===== config.mk =====
export PLATFORM = sky130hd
export DESIGN_NAME = mem_arbiter_flat
export DESIGN_NICKNAME = d
export VERILOG_FILES = /design/src/rtl/mem_arbiter_if.sv /design/src/rtl/mem_arbiter.sv /design/src/flat_wrapper.sv
export SDC_FILE = /design/constraint.sdc
export NUM_CORES = 1
export LEC_CHECK = 0
export BUFFER_PORTS_ARGS = -buffer_cell sky130_fd_sc_hd__buf_4
export CAP_MARGIN = 20
export CORE_MARGIN = 4
export CORE_UTILIZATION = 55
export DETAILED_ROUTE_END_ITERATION = 6
export GPL_TIMING_DRIVEN = 0
export HOLD_SLACK_MARGIN = 0.1
export PLACE_DENSITY = 0.77
export SLEW_MARGIN = 20
export SYNTH_ARGS = -nofsm -noshare
export SYNTH_HDL_FRONTEND = slang
export SYNTH_SLANG_ARGS = --single-unit

===== constraint.sdc =====
create_clock -name clk -period 7 [get_ports clk]
set_clock_uncertainty 0.2 [all_clocks]
set_input_delay 1.4 -clock clk [delete_from_list [all_inputs] [get_ports clk]]
set_output_delay 1.4 -clock clk [all_outputs]
set_load 0.02 [all_outputs]

===== src/rtl/mem_arbiter_if.sv =====
// Signal bundle between the arbiter and its neighbours: fetch port, load/store port,
// the shared 8-bit RAM/IO port, plus the arbiter's visible FSM state.
interface mem_arbiter_if;
    logic        rollback_in;
    logic        if_request_in;
    logic [31:0] if_address_in;
    logic        if_ready_out;
    logic [31:0] if_data_out;
    logic        lsb_request_in;
    logic        lsb_rw_in;
    logic [31:0] lsb_address_in;
    logic [2:0]  lsb_goal_in;
    logic [31:0] lsb_data_in;
    logic        lsb_ready_out;
    logic [31:0] lsb_data_out;
    logic [7:0]  ram_din_in;
    logic [7:0]  ram_dout_out;
    logic [31:0] ram_a_out;
    logic        ram_wr_out;
    logic        io_buffer_full_in;
    logic [1:0]  arb_state;

    // Requests are single-cycle pulses with no back-pressure; each requester keeps
    // at most one request outstanding until its one-cycle ready pulse.
    modport master (
        output rollback_in, if_request_in, if_address_in,
        output lsb_request_in, lsb_rw_in, lsb_address_in, lsb_goal_in, lsb_data_in,
        output ram_din_in, io_buffer_full_in,
        input  if_ready_out, if_data_out, lsb_ready_out, lsb_data_out,
        input  ram_dout_out, ram_a_out, ram_wr_out, arb_state
    );

    modport slave (
        input  rollback_in, if_request_in, if_address_in,
        input  lsb_request_in, lsb_rw_in, lsb_address_in, lsb_goal_in, lsb_data_in,
        input  ram_din_in, io_buffer_full_in,
        output if_ready_out, if_data_out, lsb_ready_out, lsb_data_out,
        output ram_dout_out, ram_a_out, ram_wr_out, arb_state
    );
endinterface


===== src/rtl/mem_arbiter.sv =====
// Owner of the 8-bit RAM/IO port: serialises fetch and load/store requests into byte
// accesses, assembles reads little-endian, honours rollback and IO back-pressure.
module mem_arbiter (
    input logic         clk,
    input logic         rst,
    mem_arbiter_if.slave bus
);
    typedef enum logic [1:0] {IDLE = 2'd0, READ = 2'd1, WRITE = 2'd2} state_t;

    state_t      state;
    logic        if_pend;
    logic [31:0] if_addr_q;
    logic        lsb_pend;
    logic        lsb_rw_q;
    logic [31:0] lsb_addr_q;
    logic [2:0]  lsb_n_q;
    logic [31:0] lsb_data_q;

    logic [31:0] cur_addr;
    logic [31:0] cur_data;
    logic [2:0]  cur_n;
    logic        cur_lsb;
    logic [2:0]  cnt;
    logic [31:0] asm_q;

    logic        if_ready;
    logic [31:0] if_data;
    logic        lsb_ready;
    logic [31:0] lsb_data;
    logic [7:0]  ram_dout;
    logic [31:0] ram_a;
    logic        ram_wr;

    logic [2:0]  lsb_n_in;
    logic        lsb_new_rw;
    logic [31:0] lsb_new_addr;
    logic [2:0]  lsb_new_n;
    logic [31:0] lsb_new_data;
    logic        lsb_drop;
    logic        lsb_eff;
    logic        if_eff;
    logic [31:0] if_eff_addr;
    logic        grant_lsb;
    logic        grant_if;
    logic [31:0] sel_addr;
    logic        sel_rw;
    logic [2:0]  sel_n;
    logic        sel_io;
    logic [1:0]  byte_idx;
    logic [31:0] asm_next;
    logic [31:0] wr_addr;
    logic [7:0]  wr_byte;
    logic        wr_stall;
    logic        rd_abort;

    always_comb begin
        case (bus.lsb_goal_in)
            3'd1:    lsb_n_in = 3'd1;
            3'd2:    lsb_n_in = 3'd2;
            default: lsb_n_in = 3'd4;
        endcase
        // A pulse this cycle takes precedence over the (necessarily empty) slot.
        lsb_new_rw   = bus.lsb_request_in ? bus.lsb_rw_in      : lsb_rw_q;
        lsb_new_addr = bus.lsb_request_in ? bus.lsb_address_in : lsb_addr_q;
        lsb_new_n    = bus.lsb_request_in ? lsb_n_in           : lsb_n_q;
        lsb_new_data = bus.lsb_request_in ? bus.lsb_data_in    : lsb_data_q;
        lsb_drop     = bus.rollback_in && !lsb_new_rw && (lsb_new_addr[17:16] != 2'b11);
        lsb_eff      = (bus.lsb_request_in || lsb_pend) && !lsb_drop;
        if_eff       = (bus.if_request_in || if_pend) && !bus.rollback_in;
        if_eff_addr  = bus.if_request_in ? bus.if_address_in : if_addr_q;
        grant_lsb    = (state == IDLE) && lsb_eff;
        grant_if     = (state == IDLE) && !lsb_eff && if_eff;
        sel_addr     = lsb_eff ? lsb_new_addr : if_eff_addr;
        sel_rw       = lsb_eff && lsb_new_rw;
        sel_n        = lsb_eff ? lsb_new_n : 3'd4;
        sel_io       = (sel_addr[17:16] == 2'b11);

        byte_idx = cnt[1:0] - 2'd2;
        asm_next = asm_q;
        if (cnt >= 3'd2) asm_next[{byte_idx, 3'b000} +: 8] = bus.ram_din_in;

        wr_addr  = cur_addr + {29'd0, cnt};
        wr_byte  = cur_data[{cnt[1:0], 3'b000} +: 8];
        wr_stall = (wr_addr[17:16] == 2'b11) && bus.io_buffer_full_in;
        rd_abort = bus.rollback_in && (!cur_lsb || (cur_addr[17:16] != 2'b11));
    end

    always_ff @(posedge clk) begin
        if (rst) begin
            state      <= IDLE;
            if_pend    <= 1'b0;
            if_addr_q  <= '0;
            lsb_pend   <= 1'b0;
            lsb_rw_q   <= 1'b0;
            lsb_addr_q <= '0;
            lsb_n_q    <= '0;
            lsb_data_q <= '0;
            cur_addr   <= '0;
            cur_data   <= '0;
            cur_n      <= '0;
            cur_lsb    <= 1'b0;
            cnt        <= '0;
            asm_q      <= '0;
            if_ready   <= 1'b0;
            if_data    <= '0;
            lsb_ready  <= 1'b0;
            lsb_data   <= '0;
            ram_dout   <= '0;
            ram_a      <= '0;
            ram_wr     <= 1'b0;
        end else begin
            if_ready  <= 1'b0;
            lsb_ready <= 1'b0;

            if (bus.rollback_in || grant_if) begin
                if_pend <= 1'b0;
            end else if (bus.if_request_in) begin
                if_pend   <= 1'b1;
                if_addr_q <= bus.if_address_in;
            end

            if (grant_lsb || lsb_drop) begin
                lsb_pend <= 1'b0;
            end else if (bus.lsb_request_in) begin
                lsb_pend   <= 1'b1;
                lsb_rw_q   <= bus.lsb_rw_in;
                lsb_addr_q <= bus.lsb_address_in;
                lsb_n_q    <= lsb_n_in;
                lsb_data_q <= bus.lsb_data_in;
            end

            case (state)
                IDLE: begin
                    if (grant_lsb || grant_if) begin
                        cur_addr <= sel_addr;
                        cur_data <= lsb_new_data;
                        cur_n    <= sel_n;
                        cur_lsb  <= lsb_eff;
                        asm_q    <= '0;
                        if (sel_rw) begin
                            state <= WRITE;
                            if (sel_io && bus.io_buffer_full_in) begin
                                ram_wr <= 1'b0;
                                cnt    <= 3'd0;
                            end else begin
                                ram_a    <= sel_addr;
                                ram_dout <= lsb_new_data[7:0];
                                ram_wr   <= 1'b1;
                                cnt      <= 3'd1;
                            end
                        end else begin
                            state  <= READ;
                            ram_a  <= sel_addr;
                            ram_wr <= 1'b0;
                            cnt    <= 3'd1;
                        end
                    end
                end
                READ: begin
                    if (rd_abort) begin
                        state <= IDLE;
                    end else begin
                        // Address k issues at edge k; its byte lands two edges later.
                        if (cnt < cur_n) ram_a <= cur_addr + {29'd0, cnt};
                        asm_q <= asm_next;
                        cnt   <= cnt + 3'd1;
                        if (cnt == cur_n + 3'd1) begin
                            state <= IDLE;
                            if (cur_lsb) begin
                                lsb_ready <= 1'b1;
                                lsb_data  <= asm_next;
                            end else begin
                                if_ready <= 1'b1;
                                if_data  <= asm_next;
                            end
                        end
                    end
                end
                WRITE: begin
                    if (cnt == cur_n) begin
                        ram_wr    <= 1'b0;
                        lsb_ready <= 1'b1;
                        state     <= IDLE;
                    end else if (wr_stall) begin
                        ram_wr <= 1'b0;
                    end else begin
                        ram_a    <= wr_addr;
                        ram_dout <= wr_byte;
                        ram_wr   <= 1'b1;
                        cnt      <= cnt + 3'd1;
                    end
                end
                default: state <= IDLE;
            endcase
        end
    end

    assign bus.if_ready_out  = if_ready;
    assign bus.if_data_out   = if_data;
    assign bus.lsb_ready_out = lsb_ready;
    assign bus.lsb_data_out  = lsb_data;
    assign bus.ram_dout_out  = ram_dout;
    assign bus.ram_a_out     = ram_a;
    assign bus.ram_wr_out    = ram_wr;
    assign bus.arb_state     = state;
endmodule


===== src/flat_wrapper.sv =====
// flat-port wrapper written by rule: the top's interface ports become plain ports
module mem_arbiter_flat 
  (clk, rst, bus_rollback_in, bus_if_request_in, bus_if_address_in, bus_lsb_request_in, bus_lsb_rw_in, bus_lsb_address_in, bus_lsb_goal_in, bus_lsb_data_in, bus_ram_din_in, bus_io_buffer_full_in, bus_if_ready_out, bus_if_data_out, bus_lsb_ready_out, bus_lsb_data_out, bus_ram_dout_out, bus_ram_a_out, bus_ram_wr_out, bus_arb_state);
  mem_arbiter_if bus_i ();
  input logic clk;
  input logic rst;
  input wire logic [$bits(bus_i.rollback_in)-1:0] bus_rollback_in;
  input wire logic [$bits(bus_i.if_request_in)-1:0] bus_if_request_in;
  input wire logic [$bits(bus_i.if_address_in)-1:0] bus_if_address_in;
  input wire logic [$bits(bus_i.lsb_request_in)-1:0] bus_lsb_request_in;
  input wire logic [$bits(bus_i.lsb_rw_in)-1:0] bus_lsb_rw_in;
  input wire logic [$bits(bus_i.lsb_address_in)-1:0] bus_lsb_address_in;
  input wire logic [$bits(bus_i.lsb_goal_in)-1:0] bus_lsb_goal_in;
  input wire logic [$bits(bus_i.lsb_data_in)-1:0] bus_lsb_data_in;
  input wire logic [$bits(bus_i.ram_din_in)-1:0] bus_ram_din_in;
  input wire logic [$bits(bus_i.io_buffer_full_in)-1:0] bus_io_buffer_full_in;
  output wire logic [$bits(bus_i.if_ready_out)-1:0] bus_if_ready_out;
  output wire logic [$bits(bus_i.if_data_out)-1:0] bus_if_data_out;
  output wire logic [$bits(bus_i.lsb_ready_out)-1:0] bus_lsb_ready_out;
  output wire logic [$bits(bus_i.lsb_data_out)-1:0] bus_lsb_data_out;
  output wire logic [$bits(bus_i.ram_dout_out)-1:0] bus_ram_dout_out;
  output wire logic [$bits(bus_i.ram_a_out)-1:0] bus_ram_a_out;
  output wire logic [$bits(bus_i.ram_wr_out)-1:0] bus_ram_wr_out;
  output wire logic [$bits(bus_i.arb_state)-1:0] bus_arb_state;
  assign bus_i.rollback_in = bus_rollback_in;
  assign bus_i.if_request_in = bus_if_request_in;
  assign bus_i.if_address_in = bus_if_address_in;
  assign bus_i.lsb_request_in = bus_lsb_request_in;
  assign bus_i.lsb_rw_in = bus_lsb_rw_in;
  assign bus_i.lsb_address_in = bus_lsb_address_in;
  assign bus_i.lsb_goal_in = bus_lsb_goal_in;
  assign bus_i.lsb_data_in = bus_lsb_data_in;
  assign bus_i.ram_din_in = bus_ram_din_in;
  assign bus_i.io_buffer_full_in = bus_io_buffer_full_in;
  assign bus_if_ready_out = bus_i.if_ready_out;
  assign bus_if_data_out = bus_i.if_data_out;
  assign bus_lsb_ready_out = bus_i.lsb_ready_out;
  assign bus_lsb_data_out = bus_i.lsb_data_out;
  assign bus_ram_dout_out = bus_i.ram_dout_out;
  assign bus_ram_a_out = bus_i.ram_a_out;
  assign bus_ram_wr_out = bus_i.ram_wr_out;
  assign bus_arb_state = bus_i.arb_state;
  mem_arbiter u_core (.clk(clk), .rst(rst), .bus(bus_i));
endmodule

==> flow_summary.json, run 1 <==
{
  "crit_end": "u_core.bus.ram_dout_out[2]",
  "synth_seq_cells": 314,
  "r2r_cells": 11,
  "fillCellCount": 2252,
  "path_buf_inv": 4,
  "holdWs_ns": 0.253,
  "antenna-diode-count": 0,
  "synth_fa_ha_area_share_pct": 1.56,
  "setup_viol_count_final": 0,
  "finalMaxSlewViolations": 0,
  "viasPerCell": 5.97,
  "grt_setup_unrepaired": "no",
  "die_w_um": 173,
  "final_util_pct": 67.4,
  "power_frac_comb_pct": 24.9,
  "critPathLaunchType": "flip-flop",
  "grt_pass1_vias": 13800,
  "worstSkewPairLatency_ns": 0.53,
  "post_drt_wl_per_cell_um": 19.6,
  "synth_compound_area_share_pct": 17.8,
  "track_usage_pct": 30.8,
  "p_seq_share_pct": 40.7,
  "crit_arrival_ns": 4.89,
  "cts_buffers": 34,
  "routabilityCongestion": 0.986,
  "dp_hpwl_mm": 36.2,
  "reg2reg_slack_ns": 2.32,
  "final-hold-violation-count": 0,
  "antenna_found_initial": 0,
  "cts_buffer_depth": 3,
  "htree_levels": 2,
  "hold_class": "reg2reg",
  "postCtsSetupRepairBufs": 0,
  "p_total_uw": 5120,
  "synth_top_family_by_area": "simple AND/OR/NAND/NOR gates",
  "seq_area_frac_synth_pct": 42.0,
  "core_area_um2": 26900,
  "startpoint": "u_core.cnt[1]",
  "power.density_nw_per_um2": 283,
  "clkSlewWorstSetupHoldPaths_ns": 0.06,
  "first_pass_iters": 7,
  "timing.setup.tns_ns": 0,
  "maxCapViolations": 0,
  "grt_pass1_wl_mm": 75.1,
  "slowest_stage": "buf_1",
  "final.period_utilization_pct": 66.9,
  "worst_pin_slew_ns": 1.25,
  "antenna_left": 0,
  "netlist_area_um2": 15000,
  "io_pins": 223,
  "synth-simple-area-share_pct": 21.3,
  "fmax_mhz": 214,
  "area_growth_syn_to_layout_pct": 21.2,
  "wl_mm": 48.4,
  "synth_warnings": 0,
  "multi_input_area_um2": 7950,
  "synth_edf_count": 0,
  "critPathRequiredTime_ns": 7.20,
  "port_buffers": 221,
  "switchingPower_uw": 1660,
  "r2r-start": "u_core.cnt[1]",
  "power_frac_clock_pct": 34.4,
  "vdd_ir_drop_max_mv": 0.187,
  "crit_family": "buffers and inverters",
  "synth_cell_types": 68,
  "overflow": 0,
  "power.internal_uw": 3460,
  "synth_xor_area_share_pct": 1.15,
  "synth_fp_nets": 1981,
  "cts_resized": 0,
  "synthCells": 1849,
  "grt_max_degree": 14,
  "finalInstanceArea_um2": 18100,
  "path_depth": 11,
  "slowest_delay_ns": 0.71,
  "crit_type": "reg2reg",
  "cp-end-kind": "flip-flop",
  "async_reset_ff_share_pct": 0,
  "power_leakage_uw": 0.00713,
  "die-height_um": 173,
  "dieArea_um2": 29900,
  "cts.sinks": 314,
  "syn_area_per_cell_um2": 8.09,
  "r2r-end": "u_core.bus.ram_dout_out[2]",
  "crit_fanout": 10,
  "drt_iter0_drc": 1689,
  "placed_area_um2": 17000,
  "seqCellArea_um2": 6290,
  "cts-root-buf": "clkbuf_16",
  "min_period_ns": 4.68,
  "route.detailed.drc": 5,
  "finalNetCount": 2238,
  "path_cells": "buf_1 -> inv_1 -> fa_1 -> nor2b_1 -> clkbuf_1 -> o21ai_1 -> or4_1 -> a22oi_4 -> a21o_1 -> buf_4 -> mux2_1",
  "drive_gt1_share_pct": 14.7,
  "slew_headroom_pct": 15.6,
  "cts_tree": "done",
  "initial_core_util_pct": 55.7,
  "vias": 14700,
  "violations": "DRC",
  "switching_share_pct": 32.4,
  "cts_hold_buf": 0,
  "rows": 60,
  "outcome": "finished with violations",
  "synth_ff_type": "dfxtp_1",
  "synth.mux.area_fraction_pct": 11.3
}
-- worst register-to-register path: stages, from the launching register on --
cell and delay [ns]:
dfxtp_1 0.57, buf_1 0.72, inv_1 0.27, fa_1 0.49, nor2b_1 0.12, clkbuf_1 0.39, o21ai_1 0.16, or4_1 0.57
a22oi_4 0.35, a21o_1 0.20, buf_4 0.17, mux2_1 0.35
-- state kept, by name, summed over array words and instances, names as in the netlist, 32 cells and up --
register / count
u_core.asm_q: 32
u_core.bus.if_data_out: 32
u_core.bus.lsb_data_out: 32
u_core.bus.ram_a_out: 32
u_core.cur_addr: 32
u_core.cur_data: 32
u_core.if_addr_q: 32
u_core.lsb_addr_q: 32
u_core.lsb_data_q: 32
-- power by group through the flow --
stage | clock network, uW | registers [uW] | logic (uW)
after floorplan | 0 | 2160 | 740
after global placement | 0 | 2110 | 1230
after detailed placement | 0 | 2120 | 1250
after CTS | 1770 | 2080 | 1260
after global routing | 1850 | 2100 | 1370
final | 1760 | 2090 | 1280
-- final cells by class --
type                    instances  area share, %
multi-input cells            1366           43.9
flip-flops and latches        314           34.7
repair buffers                221           9.15
clock buffers                  51           5.49
plain buffers                 142           3.43
well taps                     341           2.35
inverters                      27          0.559
clock inverters                 7          0.469
-- cell usage in the layout, fill, tap and decap left out, drive strengths merged, types with 4 or more instances in the layout --
| cell type | count |
|---|---|
| nand2 | 357 |
| dfxtp | 314 |
| buf | 258 |
| nor2 | 238 |
| a21oi | 161 |
| clkbuf | 156 |
| mux2i | 140 |
| o21ai | 63 |
| nor3 | 56 |
| a211oi | 56 |
| a22oi | 40 |
| o211ai | 30 |
| inv | 24 |
| nand3 | 23 |
| ha | 17 |
| nor2b | 15 |
| or4 | 11 |
| nor3b | 11 |
| mux2 | 10 |
| xor2 | 9 |
| a221oi | 8 |
| nand2b | 8 |
| a211o | 8 |
| nand4 | 8 |
| xnor2 | 8 |
| o31ai | 8 |
| mux4 | 8 |
| clkinv | 8 |
| o22ai | 7 |
| a21o | 5 |
| o311ai | 5 |
| and3 | 5 |
| and4 | 5 |
| o221ai | 4 |
| or3 | 4 |
| nor4 | 4 |
-- logic make-up after synthesis --
logic type | Yosys count
AOI/OAI and AO/OA | 419
xor gates and xnor gates | 18
adders and majority gates | 18
buffers and inverters | 169
DFF | 314
muxes | 158
and+or+nand+nor | 753
-- metal layers --
layer	routed length, um	up-vias	track usage [%]
li1	-	6964	-
met1	20700	6922	43.0
met2	21600	736	48.6
met3	4650	112	5.88
met4	1480	0	9.71
met5	0	-	0
-- worst min path at each step --
stage	start	to	slack, ns	depth (start not counted)
after CTS	u_core.if_addr_q[0]	u_core.if_addr_q[0]	0.25	2
after global placement	u_core.if_addr_q[0]	u_core.if_addr_q[0]	0.24	2
after global routing	u_core.if_addr_q[24]	u_core.if_addr_q[24]	0.27	2
after floorplan	u_core.if_addr_q[0]	u_core.if_addr_q[0]	0.23	2
after detailed placement	u_core.if_addr_q[0]	u_core.if_addr_q[0]	0.24	2
final	u_core.lsb_data_q[4]	u_core.lsb_data_q[4]	0.25	2
-- Yosys cell counts, types with 3 or more instances --
cell type	instances	area share, %
a211o_1	8	0.47
a211oi_1	55	2.8
a21o_1	5	0.25
a21oi_1	160	5.4
a221oi_1	8	0.47
a22oi_1	39	2.0
a32oi_1	3	0.18
and2_1	3	0.13
and3_1	5	0.21
and4_1	4	0.23
buf_1	12	0.30
buf_2	18	0.60
buf_6	4	0.30
clkbuf_1	105	2.6
clkinv_1	3	0.075
dfxtp_1	314	42
ha_1	17	1.4
inv_1	24	0.60
mux2_1	8	0.60
mux2i_1	140	9.4
mux4_2	8	1.2
nand2_1	357	9.0
nand2b_1	8	0.33
nand3_1	22	0.74
nand4_1	8	0.33
nor2_1	238	6.0
nor2b_1	15	0.63
nor3_1	56	1.9
nor3b_1	11	0.55
nor4_1	4	0.17
o2111ai_1	3	0.18
o211ai_1	30	1.5
o21ai_0	58	1.9
o21ai_1	5	0.17
o221ai_1	4	0.23
o22a_1	3	0.18
o22ai_1	7	0.29
o311ai_0	5	0.29
o31ai_1	8	0.40
or3_1	4	0.17
or4_1	11	0.55
xnor2_1	8	0.47
xor2_1	9	0.53
-- stage by stage --
step	setup slack (ns)	std cells
floorplan	3.34	1849
global placement	2.52	2411
detailed placement	2.42	2411
CTS	2.39	2469
global route	2.16	2469
finish	2.32	2469
Note: power is estimated with default switching activity, not from simulation.
==> run 2, diff against run 1 <==
--- a/config.mk
+++ b/config.mk
@@ -8,7 +8,7 @@
 export BUFFER_PORTS_ARGS = -buffer_cell sky130_fd_sc_hd__buf_4
 export CAP_MARGIN = 20
 export CORE_MARGIN = 4
-export CORE_UTILIZATION = 55
+export CORE_UTILIZATION = 52
 export DETAILED_ROUTE_END_ITERATION = 6
 export GPL_TIMING_DRIVEN = 0
 export HOLD_SLACK_MARGIN = 0.1
==> constraint.sdc (replaced) <==
create_clock -name clk -period 4 [get_ports clk]
set_clock_uncertainty 0.2 [all_clocks]
set_input_delay 0.8 -clock clk [delete_from_list [all_inputs] [get_ports clk]]
set_output_delay 0.8 -clock clk [all_outputs]
set_load 0.02 [all_outputs]
==> flow_summary.json, run 2 (synthesis results as in run 1) <==
{
  "min_period_ns": 3.77,
  "crit_arrival_ns": 4.02,
  "final_common_cell": "nand2_1",
  "track_usage_pct": 29.3,
  "routabilityCongestion": 0.988,
  "cts_buffers": 31,
  "switching_share_pct": 32.0,
  "drt_iter0_drc": 1793,
  "final.period_utilization_pct": 94.3,
  "r2r-start": "u_core.cnt[1]",
  "grt_pass1_wl_mm": 74.1,
  "finalNetCount": 2235,
  "startpoint": "u_core.cnt[1]",
  "power_frac_comb_pct": 25.1,
  "slowest_delay_ns": 0.57,
  "multi_input_area_um2": 7950,
  "setup_viol_count_final": 0,
  "r2r-end": "u_core.bus.ram_dout_out[0]",
  "seqCellArea_um2": 6290,
  "reg2reg_slack_ns": 0.23,
  "final-hold-violation-count": 0,
  "critPathRequiredTime_ns": 4.25,
  "power.internal_uw": 6110,
  "fillCellCount": 2437,
  "grt_setup_unrepaired": "no",
  "crit_family": "buffers and inverters",
  "cts.sinks": 314,
  "place_inst": 2448,
  "wl_mm": 48.9,
  "slew_headroom_pct": 20.4,
  "worst_pin_slew_ns": 1.18,
  "post_drt_wl_per_cell_um": 19.5,
  "dp_hpwl_mm": 36.5,
  "die_w_um": 178,
  "grt_max_degree": 16,
  "outcome": "finished clean",
  "switchingPower_uw": 2870,
  "path_buf_inv": 4,
  "power_frac_clock_pct": 34.2,
  "fmax_mhz": 265,
  "port_buffers": 221,
  "placed_area_um2": 17100,
  "overflow": 0,
  "die-height_um": 178,
  "finalMaxSlewViolations": 0,
  "cts-root-buf": "clkbuf_16",
  "vias": 14700,
  "rows": 61,
  "maxCapViolations": 0,
  "slowest_stage": "or4_1",
  "cts_tree": "done",
  "power.density_nw_per_um2": 494,
  "cp-end-kind": "flip-flop",
  "vdd_ir_drop_max_mv": 0.329,
  "fin_cells": 2504,
  "timing.setup.tns_ns": 0,
  "finalInstanceArea_um2": 18200,
  "io_pins": 223,
  "worstSkewPairLatency_ns": 0.57,
  "htree_levels": 1,
  "p_seq_share_pct": 40.6,
  "cts_buffer_depth": 3,
  "r2r_cells": 11,
  "initial_core_util_pct": 53.3,
  "crit_type": "reg2reg",
  "drive_gt1_share_pct": 14.7,
  "clkSlewWorstSetupHoldPaths_ns": 0.06,
  "route.detailed.drc": 0,
  "postCtsSetupRepairBufs": 0,
  "core_area_um2": 28100,
  "grt_pass1_vias": 13400,
  "antenna_found_initial": 0,
  "layout_common_cells": "nand2_1 (357), dfxtp_1 (313), nor2_1 (238), buf_4 (223), a21oi_1 (160)",
  "cpMostUsedCell": "buf_4",
  "antenna-diode-count": 0,
  "final_util_pct": 64.6,
  "critPathLaunchType": "flip-flop",
  "dieArea_um2": 31500,
  "crit_fanout": 10,
  "hold_class": "reg2reg",
  "antenna_left": 0,
  "crit_end": "u_core.bus.ram_dout_out[0]",
  "path_depth": 11,
  "holdWs_ns": 0.252,
  "first_pass_iters": 6,
  "viasPerCell": 5.88,
  "path_cells": "buf_4 -> inv_1 -> fa_1 -> nor2b_1 -> clkbuf_2 -> o21ai_1 -> or4_1 -> a22oi_4 -> a21o_1 -> buf_4 -> mux2_1",
  "area_growth_syn_to_layout_pct": 21.4,
  "power_leakage_uw": 0.00713
}
## run 2: layer usage
metal | part of all wire [%] | wire, um | track usage (%)
met3 | 9.5 | 4660 | 5.69
met4 | 3.1 | 1540 | 8.31
met5 | 0 | 0 | 0
met1 | 44 | 21300 | 41.7
met2 | 44 | 21400 | 45.7
## run 2: final cells by class
class / instances / area share, %
multi-input cells: 1366 / 43.8
flip-flops and latches: 314 / 34.6
repair buffers: 221 / 9.14
clock buffers: 47 / 4.88
plain buffers: 142 / 3.45
well taps: 378 / 2.61
clock inverters: 9 / 0.958
inverters: 27 / 0.558
## run 2: power groups by stage
| stage | Clock [uW] | Sequential, uW | Combinational, uW |
|---|---|---|---|
| 3_3_place_gp | 0 | 3690 | 2160 |
| 3_5_place_dp | 0 | 3710 | 2200 |
| 4_1_cts | 3100 | 3640 | 2220 |
| 6_report | 3070 | 3650 | 2260 |
| 5_1_grt | 3230 | 3670 | 2420 |
| 2_1_floorplan | 0 | 3780 | 1300 |
## run 2: worst reg2reg max path: stages (launching register included)
cell	delay, ns
dfxtp_2	0.47
buf_4	0.29
inv_1	0.16
fa_1	0.45
nor2b_1	0.12
clkbuf_2	0.24
o21ai_1	0.13
or4_1	0.57
a22oi_4	0.34
a21o_1	0.19
buf_4	0.17
mux2_1	0.34
## run 2: metrics by stage
stage	setup WS, ns	power (uW)
finish	0.230	8980
global route	0.137	9330
CTS	0.00758	8950
detailed placement	-0.465	5910
global placement	-0.395	5850
floorplan	0.336	5080
## run 2: how the worst min path moves through the flow
stage / startpoint / cells after the start / slack (ns) / endpoint
6_report: u_core.if_addr_q[19] / 2 / 0.25 / u_core.if_addr_q[19]
5_1_grt: u_core.lsb_data_q[23] / 2 / 0.27 / u_core.lsb_data_q[23]
4_1_cts: u_core.lsb_data_q[11] / 2 / 0.25 / u_core.lsb_data_q[11]
3_5_place_dp: u_core.lsb_data_q[11] / 2 / 0.25 / u_core.lsb_data_q[11]
3_3_place_gp: u_core.if_addr_q[0] / 2 / 0.24 / u_core.if_addr_q[0]
2_1_floorplan: u_core.if_addr_q[0] / 2 / 0.23 / u_core.if_addr_q[0]
## run 2: timing repair
| item | in CTS | in global routing |
|---|---|---|
| resized for setup | 2 | 3 |
| hold buffers | 0 | 0 |
| endpoints found under the hold margin | 0 | 0 |
| cloned | 0 | 0 |
| setup endpoints to repair | 44 | 37 |
